`src/rtl/spi_arb.sv`:
```
// Two-requester arbiter sharing one SPI_mstr16: latches requests, grants the bus, supports locked bursts.
// Optional SPI_ARB_RR_EN: round-robin tie-break instead of fixed inertial priority.
module spi_arb (
  input  logic        clk,
  input  logic        rst_n,
  input  logic        wrt_inrt,
  input  logic        wrt_a2d,
  input  logic [15:0] cmd_inrt,
  input  logic [15:0] cmd_a2d,
  input  logic        lock_inrt,
  input  logic        lock_a2d,
  output logic        done_inrt,
  output logic        done_a2d,
  output logic        mst_wrt,
  output logic [15:0] mst_cmd,
  input  logic        mst_done,
  output logic        owner,
  output logic        ovr_err
);

  typedef enum logic [1:0] {
    IDLE  = 2'd0,
    ISSUE = 2'd1,
    XFER  = 2'd2,
    HOLD  = 2'd3
  } state_t;

  state_t      r_state;
  state_t      w_state_nxt;
  logic        r_pend_inrt;
  logic        r_pend_a2d;
  logic [15:0] r_hold_inrt;
  logic [15:0] r_hold_a2d;
  logic [7:0]  r_cnt;
  logic        r_owner;
  logic [15:0] r_mst_cmd;
  logic        r_ovr_err;

  logic        w_tie;
  logic        w_grant_a2d;
  logic        w_load_owner;
  logic        w_own_nxt;
  logic        w_pend_own;
  logic        w_lock_own;
  logic        w_issue;
  logic        w_xfer_done;

  assign w_tie      = r_pend_inrt & r_pend_a2d;
  assign w_pend_own = r_owner ? r_pend_a2d : r_pend_inrt;
  assign w_lock_own = r_owner ? lock_a2d   : lock_inrt;
  assign w_issue    = (r_state == ISSUE);

`ifdef SPI_ARB_RR_EN
  // Remembers the winner of the last tie only; single requests do not move it.
  logic r_last_a2d;

  assign w_grant_a2d = w_tie ? ~r_last_a2d : r_pend_a2d;

  always_ff @(posedge clk or negedge rst_n) begin
    if (!rst_n) begin
      r_last_a2d <= 1'b1;
    end else if (w_load_owner && w_tie) begin
      r_last_a2d <= w_grant_a2d;
    end
  end
`else
  assign w_grant_a2d = r_pend_a2d & ~r_pend_inrt;
`endif

  assign w_own_nxt = (r_state == IDLE) ? w_grant_a2d : r_owner;

  // NOTE: every always_comb output gets a default first so no path leaves it unassigned (no latch).
  always_comb begin
    w_state_nxt  = r_state;
    w_load_owner = 1'b0;
    unique case (r_state)
      IDLE: begin
        if (r_pend_inrt || r_pend_a2d) begin
          w_load_owner = 1'b1;
          w_state_nxt  = ISSUE;
        end
      end
      ISSUE: w_state_nxt = XFER;
      XFER: begin
        if (mst_done) w_state_nxt = w_lock_own ? HOLD : IDLE;
      end
      HOLD: begin
        if (r_cnt == 8'hFF)   w_state_nxt = IDLE;
        else if (w_pend_own)  w_state_nxt = ISSUE;
        else if (!w_lock_own) w_state_nxt = IDLE;
      end
      default: w_state_nxt = IDLE;
    endcase
  end

  // NOTE: sequential state uses non-blocking assignments so every flop samples pre-edge values.
  always_ff @(posedge clk or negedge rst_n) begin
    if (!rst_n) begin
      r_state <= IDLE;
      r_owner <= 1'b0;
      r_cnt   <= 8'd0;
    end else begin
      r_state <= w_state_nxt;
      if (w_load_owner) r_owner <= w_grant_a2d;
      r_cnt <= (r_state == HOLD) ? r_cnt + 8'd1 : 8'd0;
    end
  end

  // A request arriving while its slot is still pending is dropped and flagged.
  always_ff @(posedge clk or negedge rst_n) begin
    if (!rst_n) begin
      r_pend_inrt <= 1'b0;
      r_pend_a2d  <= 1'b0;
      r_hold_inrt <= 16'h0000;
      r_hold_a2d  <= 16'h0000;
      r_ovr_err   <= 1'b0;
    end else begin
      if (w_issue && !r_owner) begin
        r_pend_inrt <= 1'b0;
      end else if (wrt_inrt && !r_pend_inrt) begin
        r_pend_inrt <= 1'b1;
        r_hold_inrt <= cmd_inrt;
      end
      if (w_issue && r_owner) begin
        r_pend_a2d <= 1'b0;
      end else if (wrt_a2d && !r_pend_a2d) begin
        r_pend_a2d <= 1'b1;
        r_hold_a2d <= cmd_a2d;
      end
      if ((wrt_inrt && r_pend_inrt) || (wrt_a2d && r_pend_a2d)) r_ovr_err <= 1'b1;
    end
  end

  // Command is captured on entry to ISSUE and then held until the next issue.
  always_ff @(posedge clk or negedge rst_n) begin
    if (!rst_n) begin
      r_mst_cmd <= 16'h0000;
    end else if ((w_state_nxt == ISSUE) && (r_state != ISSUE)) begin
      r_mst_cmd <= w_own_nxt ? r_hold_a2d : r_hold_inrt;
    end
  end

  assign w_xfer_done = (r_state == XFER) & mst_done;
  assign done_inrt   = w_xfer_done & ~r_owner;
  assign done_a2d    = w_xfer_done &  r_owner;
  assign mst_wrt     = w_issue;
  assign mst_cmd     = r_mst_cmd;
  assign owner       = r_owner;
  assign ovr_err     = r_ovr_err;

endmodule

```
`config.mk`:
```
export PLATFORM = sky130hd
export DESIGN_NAME = spi_arb
export DESIGN_NICKNAME = d
export VERILOG_FILES = /design/src/rtl/spi_arb.sv
export SDC_FILE = /design/constraint.sdc
export NUM_CORES = 1
export LEC_CHECK = 0
export ABC_AREA = 1
export CAP_MARGIN = 30
export CORE_ASPECT_RATIO = 2
export CORE_MARGIN = 3
export CORE_UTILIZATION = 50
export CTS_CLUSTER_SIZE = 12
export DETAILED_ROUTE_END_ITERATION = 10
export PLACE_DENSITY = 0.9
export SLEW_MARGIN = 20
export SYNTH_ARGS = -nofsm -noshare
export SYNTH_HDL_FRONTEND = slang
export SYNTH_SLANG_ARGS = --single-unit
```
`constraint.sdc`:
```
create_clock -name clk -period 2.1 [get_ports clk]
set_input_delay 0.21 -clock clk [delete_from_list [all_inputs] [get_ports clk]]
set_output_delay 0.21 -clock clk [all_outputs]
set_load 0.03 [all_outputs]
```
==> run_results.csv, run 1 <==
group,metric,value,unit
yosys,synth_top_family_by_area,"simple AND/OR/NAND/NOR gates",
yosys,yosys.area.top_type,"dfrtp_1",
sta,fin_tns_setup,0,ns
clocking,h-tree-depth,3,
place,port_buffers,59,
floorplanning,initial_core_util,52.21,%
clocking,cts_tree,"built",
sta,final-max-slew-violation-count,0,
drt,viasPerCell,5.116,
floorplanning,rows,37,
sta,setup_viol,0,
yosys,yosysWarnings,0,
clocking,clockBufferDepth,2,
pwr,combPwrFrac,46.2,%
drt,dr.pass1.iters,5,
min_path,hp-class,"in2async",
critical_path,reg2regPathDepth,10,
sta,max_freq,0.5208,GHz
outcome,status,"finished clean",
floorplanning,die-height,110.5,um
sta,grt_setup_unrepaired,"no",
critical_path,reg2reg_slack,0.36,ns
yosys,ys_seq_elements,62,
critical_path,cp-end-kind,"output port",
floorplanning,top_level_ports,60,
critical_path,criticalPathCategory,"reg2out",
critical_path,required,1.89,ns
critical_path,path_depth,3,
grt,grt_max_degree,31,
pwr,power.density,1530,mW/mm^2
clocking,numCtsBuffers,9,
critical_path,r2r_end,"mst_cmd[6]",
sta,final.setup.worst_slack,0.1799,ns
critical_path,timing.rr.start,"r_cnt[0]",
pwr,seqPwrFrac,37.0,%
critical_path,critPathSlowestCell,"clkdlybuf4s50_1",
sta,finalCritPeriodShare,91.44,%
critical_path,startpoint,"r_state[0]",
pwr,p_clk_share,16.8,%
yosys,synthFlopType,"dfrtp_1",
drt,ant_nets,0,
grt,grt-ovfl-total,0,
place,place_inst,406,
clocking,clk_pin_slew_worst_paths,0.06,ns
sta,hold_viol,0,
yosys,synth_adder_area_share,0.4581,%
yosys,synth-xor-area-share,0.3207,%
pwr,switching_power,2.199,mW
drt,drt-initial-drc-count,97,
place,dp_hpwl,4.076,mm
yosys,synth.avg_cell_area,9.259,um^2
critical_path,crit_family,"buffers and inverters",
yosys,synth_top_area_share,56.80,%
layout,fin_nets,400,
yosys,ys_top_cells_by_count,"71 x nand2_1, 62 x dfrtp_1, 28 x inv_1, 28 x nor2_1, 23 x o21ai_0",
yosys,synthCells,295,
clocking,cts_root_buffer,"clkbuf_8",
yosys,synth-simple-area-share,20.11,%
yosys,synth_area_leaders,"dfrtp_1 57%, nand2_1 9.8%, mux2_2 7.8%",
yosys,syn-num-nets,335,
yosys,synth-edff-count,0,
layout,syn_to_final_growth,29.91,%
critical_path,cp_max_fo,7,
yosys,synth_mux_area_share,7.833,%
pwr,total_power,5.428,mW
grt,grt_pass1_vias,2060,
floorplanning,core-area,0.005231,mm^2
drt,post_drt_wl_per_cell,12.66,um
floorplanning,die_w,58.26,um
clocking,insertion_delay,0.34,ns
grt,gr-usage-all-layers,18.98,%
layout,layout-drive-gt1-share,12.40,%
clocking,clock-sinks,62,
critical_path,timing.critical_path.to,"mst_wrt",
sta,slew_headroom,71.74,%
drt,drt-total-wl,5.329,mm
place,preCtsSetupSlack,0.08364,ns
critical_path,crit_buf_inv,2,
flow_run,drv_cap,0,
sta,finClkSkew,0.009044,ns
drt,drcViolationCount,0,
grt,grt_pass1_wl,9.370,mm
yosys,synth_compound_area_share,7.925,%
place,place_congestion,0.7684,
floorplanning,dieArea,0.006439,mm^2
drt,vias,2154,
yosys,seq_area_frac_synth,56.80,%
yosys,synth.distinct_cells,24,
sta,period_minus_slack,1.920,ns
pwr,p_int,3.230,mW
layout,fill_cells,405,
sta,tightest_slew,0.4239,ns
critical_path,slowest_delay,0.71,ns
pwr,total_leakage_power,1.708,nW
yosys,yosysMostFrequentCell,"nand2_1",
critical_path,crit_chain,"inv_1 -> nor2_1 -> clkdlybuf4s50_1",
layout,antennaDiodeCount,0,
layout,stdcell_count,421,
grt,antenna_found_initial,0,
pwr,sw_frac_of_total,40.50,%
critical_path,cp.arrival,1.71,ns
yosys,synth-async-reset-ratio,100.0,%
critical_path,cp-start-kind,"flop",
yosys,synth_area,0.002731,mm^2
pwr,vdd.ir_drop.worst,0.0009525,V
[flip-flops by register name (all words and copies together) (netlist names)]
name	cells
owner	1
r_hold_inrt	16
mst_cmd	16
r_pend_a2d	1
r_pend_inrt	1
ovr_err	1
r_state	2
r_cnt	8
r_hold_a2d	16
[final cells by class]
| class | count | area, um^2 | area share [%] |
|---|---|---|---|
| clock buffer | 13 | 168.9 | 4.760 |
| sequential | 62 | 1551 | 43.72 |
| clock inverter | 1 | 5.005 | 0.1410 |
| tap | 58 | 72.57 | 2.045 |
| multi-input combinational | 193 | 1002 | 28.24 |
| inverter | 30 | 112.6 | 3.173 |
| timing repair buffer | 64 | 635.6 | 17.91 |
[layout by cell type, fill, tap and decap left out, types with 2 or more instances in the layout]
cell             Yosys  final
dfrtp_1             62     62
inv_2                2      2
dlygate4sd2_1        0      2
clkbuf_8             0     12
mux2_2              19     19
nand3_2              2      2
clkdlybuf4s50_1      0     56
nand3_1             22     22
buf_4                2      3
nor2_1              28     28
inv_1               28     28
nand2_1             71     71
nand2_2              2      2
o21ai_0             23     23
a21oi_1             17     17
[what timing repair did]
| action | in CTS | in global routing |
|---|---|---|
| endpoints found under the hold margin | 15 | 0 |
| resized for setup | 2 | 1 |
| hold buffers | 1 | 0 |
| buffers inserted | 0 | 0 |
| endpoints found under the setup margin | 2 | 3 |
[stage by stage]
stage | area (um^2) | utilization (%) | hold slack, ns
after floorplan | 2731 | - | -0.08559
after global placement | 3366 | 64.34 | 0.1570
after detailed placement | 3366 | 64.34 | 0.1667
after CTS | 3547 | 67.81 | 0.3337
after global routing | 3548 | 67.83 | 0.3659
final | 3548 | 67.83 | 0.3401
[power by group through the flow]
stage | Combinational (mW) | Clock (mW) | Sequential [mW]
after floorplan | 1.57 | 0 | 2.25
after global placement | 2.44 | 0 | 2.01
after detailed placement | 2.52 | 0 | 2.03
after CTS | 2.52 | 0.941 | 2.01
after global routing | 2.81 | 1.00 | 2.06
final | 2.51 | 0.913 | 2.01
[kinds of logic after synthesis]
family,count (synthesis)
flops,62
compound gates,42
xor+xnor,1
simple gates,130
buf+inv,40
fa+ha+maj,1
mux,19
[layer usage]
layer	vias to the layer above	global-route usage, %	wire length [um]
met5	-	0	0
met4	0	8.978	114
met3	9	5.731	235
met2	48	29.65	2797
met1	1017	23.38	2182
li1	1080	-	-
[worst min path at each step]
stage | slack (ns) | to | cells past startpoint
after floorplan | -0.09 | mst_cmd[0] | 0
after global placement | 0.16 | r_cnt[7] | 1
after detailed placement | 0.17 | r_cnt[7] | 1
after CTS | 0.33 | mst_cmd[2] | 2
after global routing | 0.37 | r_cnt[4] | 2
final | 0.34 | r_cnt[1] | 2
Note: power is estimated with default switching activity, not from simulation.
==> run 2, diff against run 1 <==
- CORE_UTILIZATION: 50 -> 45
- MAX_ROUTING_LAYER: unset -> met4
- PLACE_DENSITY: 0.9 -> 0.86
- clock period: 2.1 -> 1.7 ns (I/O delays scaled with it)
==> run_results.csv, run 2 (synthesized netlist as in run 1, its figures left out) <==
group,metric,value,unit
clocking,insertion_delay,0.32,ns
clocking,h-tree-depth,3,
min_path,hp-class,"in2async",
grt,gr-usage-all-layers,18.92,%
sta,slew_headroom,70.87,%
sta,final-max-slew-violation-count,0,
drt,dr.pass1.iters,4,
layout,layout_commonest_cell,"nand2_1",
critical_path,timing.rr.start,"r_cnt[0]",
sta,setup_viol,0,
critical_path,cp-start-kind,"flop",
critical_path,cp_max_fo,8,
layout,final_cell_area,0.003805,mm^2
grt,grt_pass1_wl,9.528,mm
clocking,clockBufferDepth,2,
floorplanning,initial_core_util,47.04,%
critical_path,criticalPathCategory,"reg2reg",
clocking,clk_pin_slew_worst_paths,0.05,ns
grt,antenna_found_initial,0,
drt,drt-initial-drc-count,134,
critical_path,cp-end-kind,"flop",
clocking,numCtsBuffers,9,
critical_path,cp.arrival,1.81,ns
place,place_congestion,0.8418,
pwr,vdd.ir_drop.worst,0.001090,V
pwr,power.density,2110,mW/mm^2
grt,grt_pass1_vias,2151,
critical_path,startpoint,"r_cnt[0]",
critical_path,required,1.91,ns
sta,period_minus_slack,1.597,ns
clocking,cts_tree,"built",
pwr,total_power,8.030,mW
layout,fin_nets,405,
pwr,total_leakage_power,1.816,nW
floorplanning,top_level_ports,60,
floorplanning,die_w,61.09,um
layout,final_util,65.52,%
drt,drcViolationCount,0,
layout,layout-drive-gt1-share,15.95,%
sta,finalCritPeriodShare,93.95,%
place,dp_hpwl,4.273,mm
sta,tightest_slew,0.4365,ns
layout,antennaDiodeCount,0,
drt,ant_nets,0,
drt,post_drt_wl_per_cell,13.94,um
layout,final_cell_mix,"70 x nand2_1, 61 x dfrtp_1, 54 x clkdlybuf4s50_1",
place,placed_area,0.003395,mm^2
drt,drt-total-wl,6.009,mm
floorplanning,core-area,0.005807,mm^2
sta,finClkSkew,0.005748,ns
sta,max_freq,0.6261,GHz
place,port_buffers,59,
sta,hold_ws,0.3697,ns
sta,hold_viol,0,
layout,syn_to_final_growth,39.30,%
drt,viasPerCell,5.158,
drt,vias,2223,
floorplanning,die-height,116.2,um
outcome,status,"finished clean",
grt,grt-ovfl-total,0,
grt,grt_max_degree,63,
floorplanning,rows,39,
floorplanning,dieArea,0.007097,mm^2
flow_run,drv_cap,0,
clocking,cts_root_buffer,"clkbuf_16",
clocking,clock-sinks,62,
[run 2: cell types whose count changed in the layout (fill, tap and decap cells not counted), moves of 2 or more]
| cell | change |
|---|---|
| buf_4 | +5 |
| nor2_2 | +2 |
| clkbuf_16 | +9 |
| nor2_1 | -2 |
| clkbuf_8 | -9 |
| bufinv_16 | +2 |
| clkdlybuf4s50_1 | -2 |
[run 2: area by class of cell]
cell class	count	area [um^2]
inverters	30	112.6
clock inverters	4	76.32
multi-input cells	193	1032
fillers	450	2002
clock buffers	12	266.5
well taps	61	76.32
repair buffers	69	688.2
flip-flops and latches	62	1553
[run 2: final timing paths]
check	to	slack, ns	depth (start not counted)
min reg2reg	r_cnt[0]	0.47	1
min in group clk	r_hold_inrt[3]	0.42	3
max in group asynchronous	r_state[1]	1.04	3
min	r_hold_inrt[12]	0.37	3
max	mst_cmd[14]	0.10	9
max reg2reg	mst_cmd[14]	0.10	9
[run 2: worst max-delay path, stage by stage, from the launching register on]
cell and delay (ns):
dfrtp_1 0.37, ha_2 0.21, nand2_2 0.07, nor2_2 0.11, nand2_1 0.09, nand3_1 0.13, nand3_4 0.16, buf_4 0.21
nand3_1 0.07, nand2_1 0.06
[run 2: what timing repair did]
| item | CTS | global route |
|---|---|---|
| endpoints found under the hold margin | 62 | 0 |
| setup endpoints to repair | 1 | 19 |
| gates resized for setup | 1 | 10 |
| hold buffers | 1 | 0 |
| setup buffers | 0 | 3 |
[run 2: per-stage QoR]
step                setup TNS, ns  worst slack, ns  std cells
finish                          0           0.1029        431
CTS                             0          0.01433        428
floorplan                       0          0.04884        295
detailed placement              0          0.02721        411
global route             -0.01654         -0.01554        431
global placement                0          0.06807        411
[run 2: report_power, final]
group	internal, mW	leakage [nW]	total (mW)	switching [mW]
combinational	1.47	0.911	3.50	2.02
clock	1.41	0.165	2.03	0.621
sequential	2.13	0.739	2.51	0.374
total	5.01	1.82	8.03	3.02
[run 2: routing by layer]
metal / GRT usage (%) / wire, um / share of wire [%] / vias up
met5: - / 0 / 0 / -
met4: 11.14 / 129 / 2.1 / 0
met3: 3.429 / 238 / 4.0 / 9
met2: 31.26 / 3504 / 58 / 56
met1: 20.32 / 2136 / 36 / 1061
li1: - / - / - / 1097
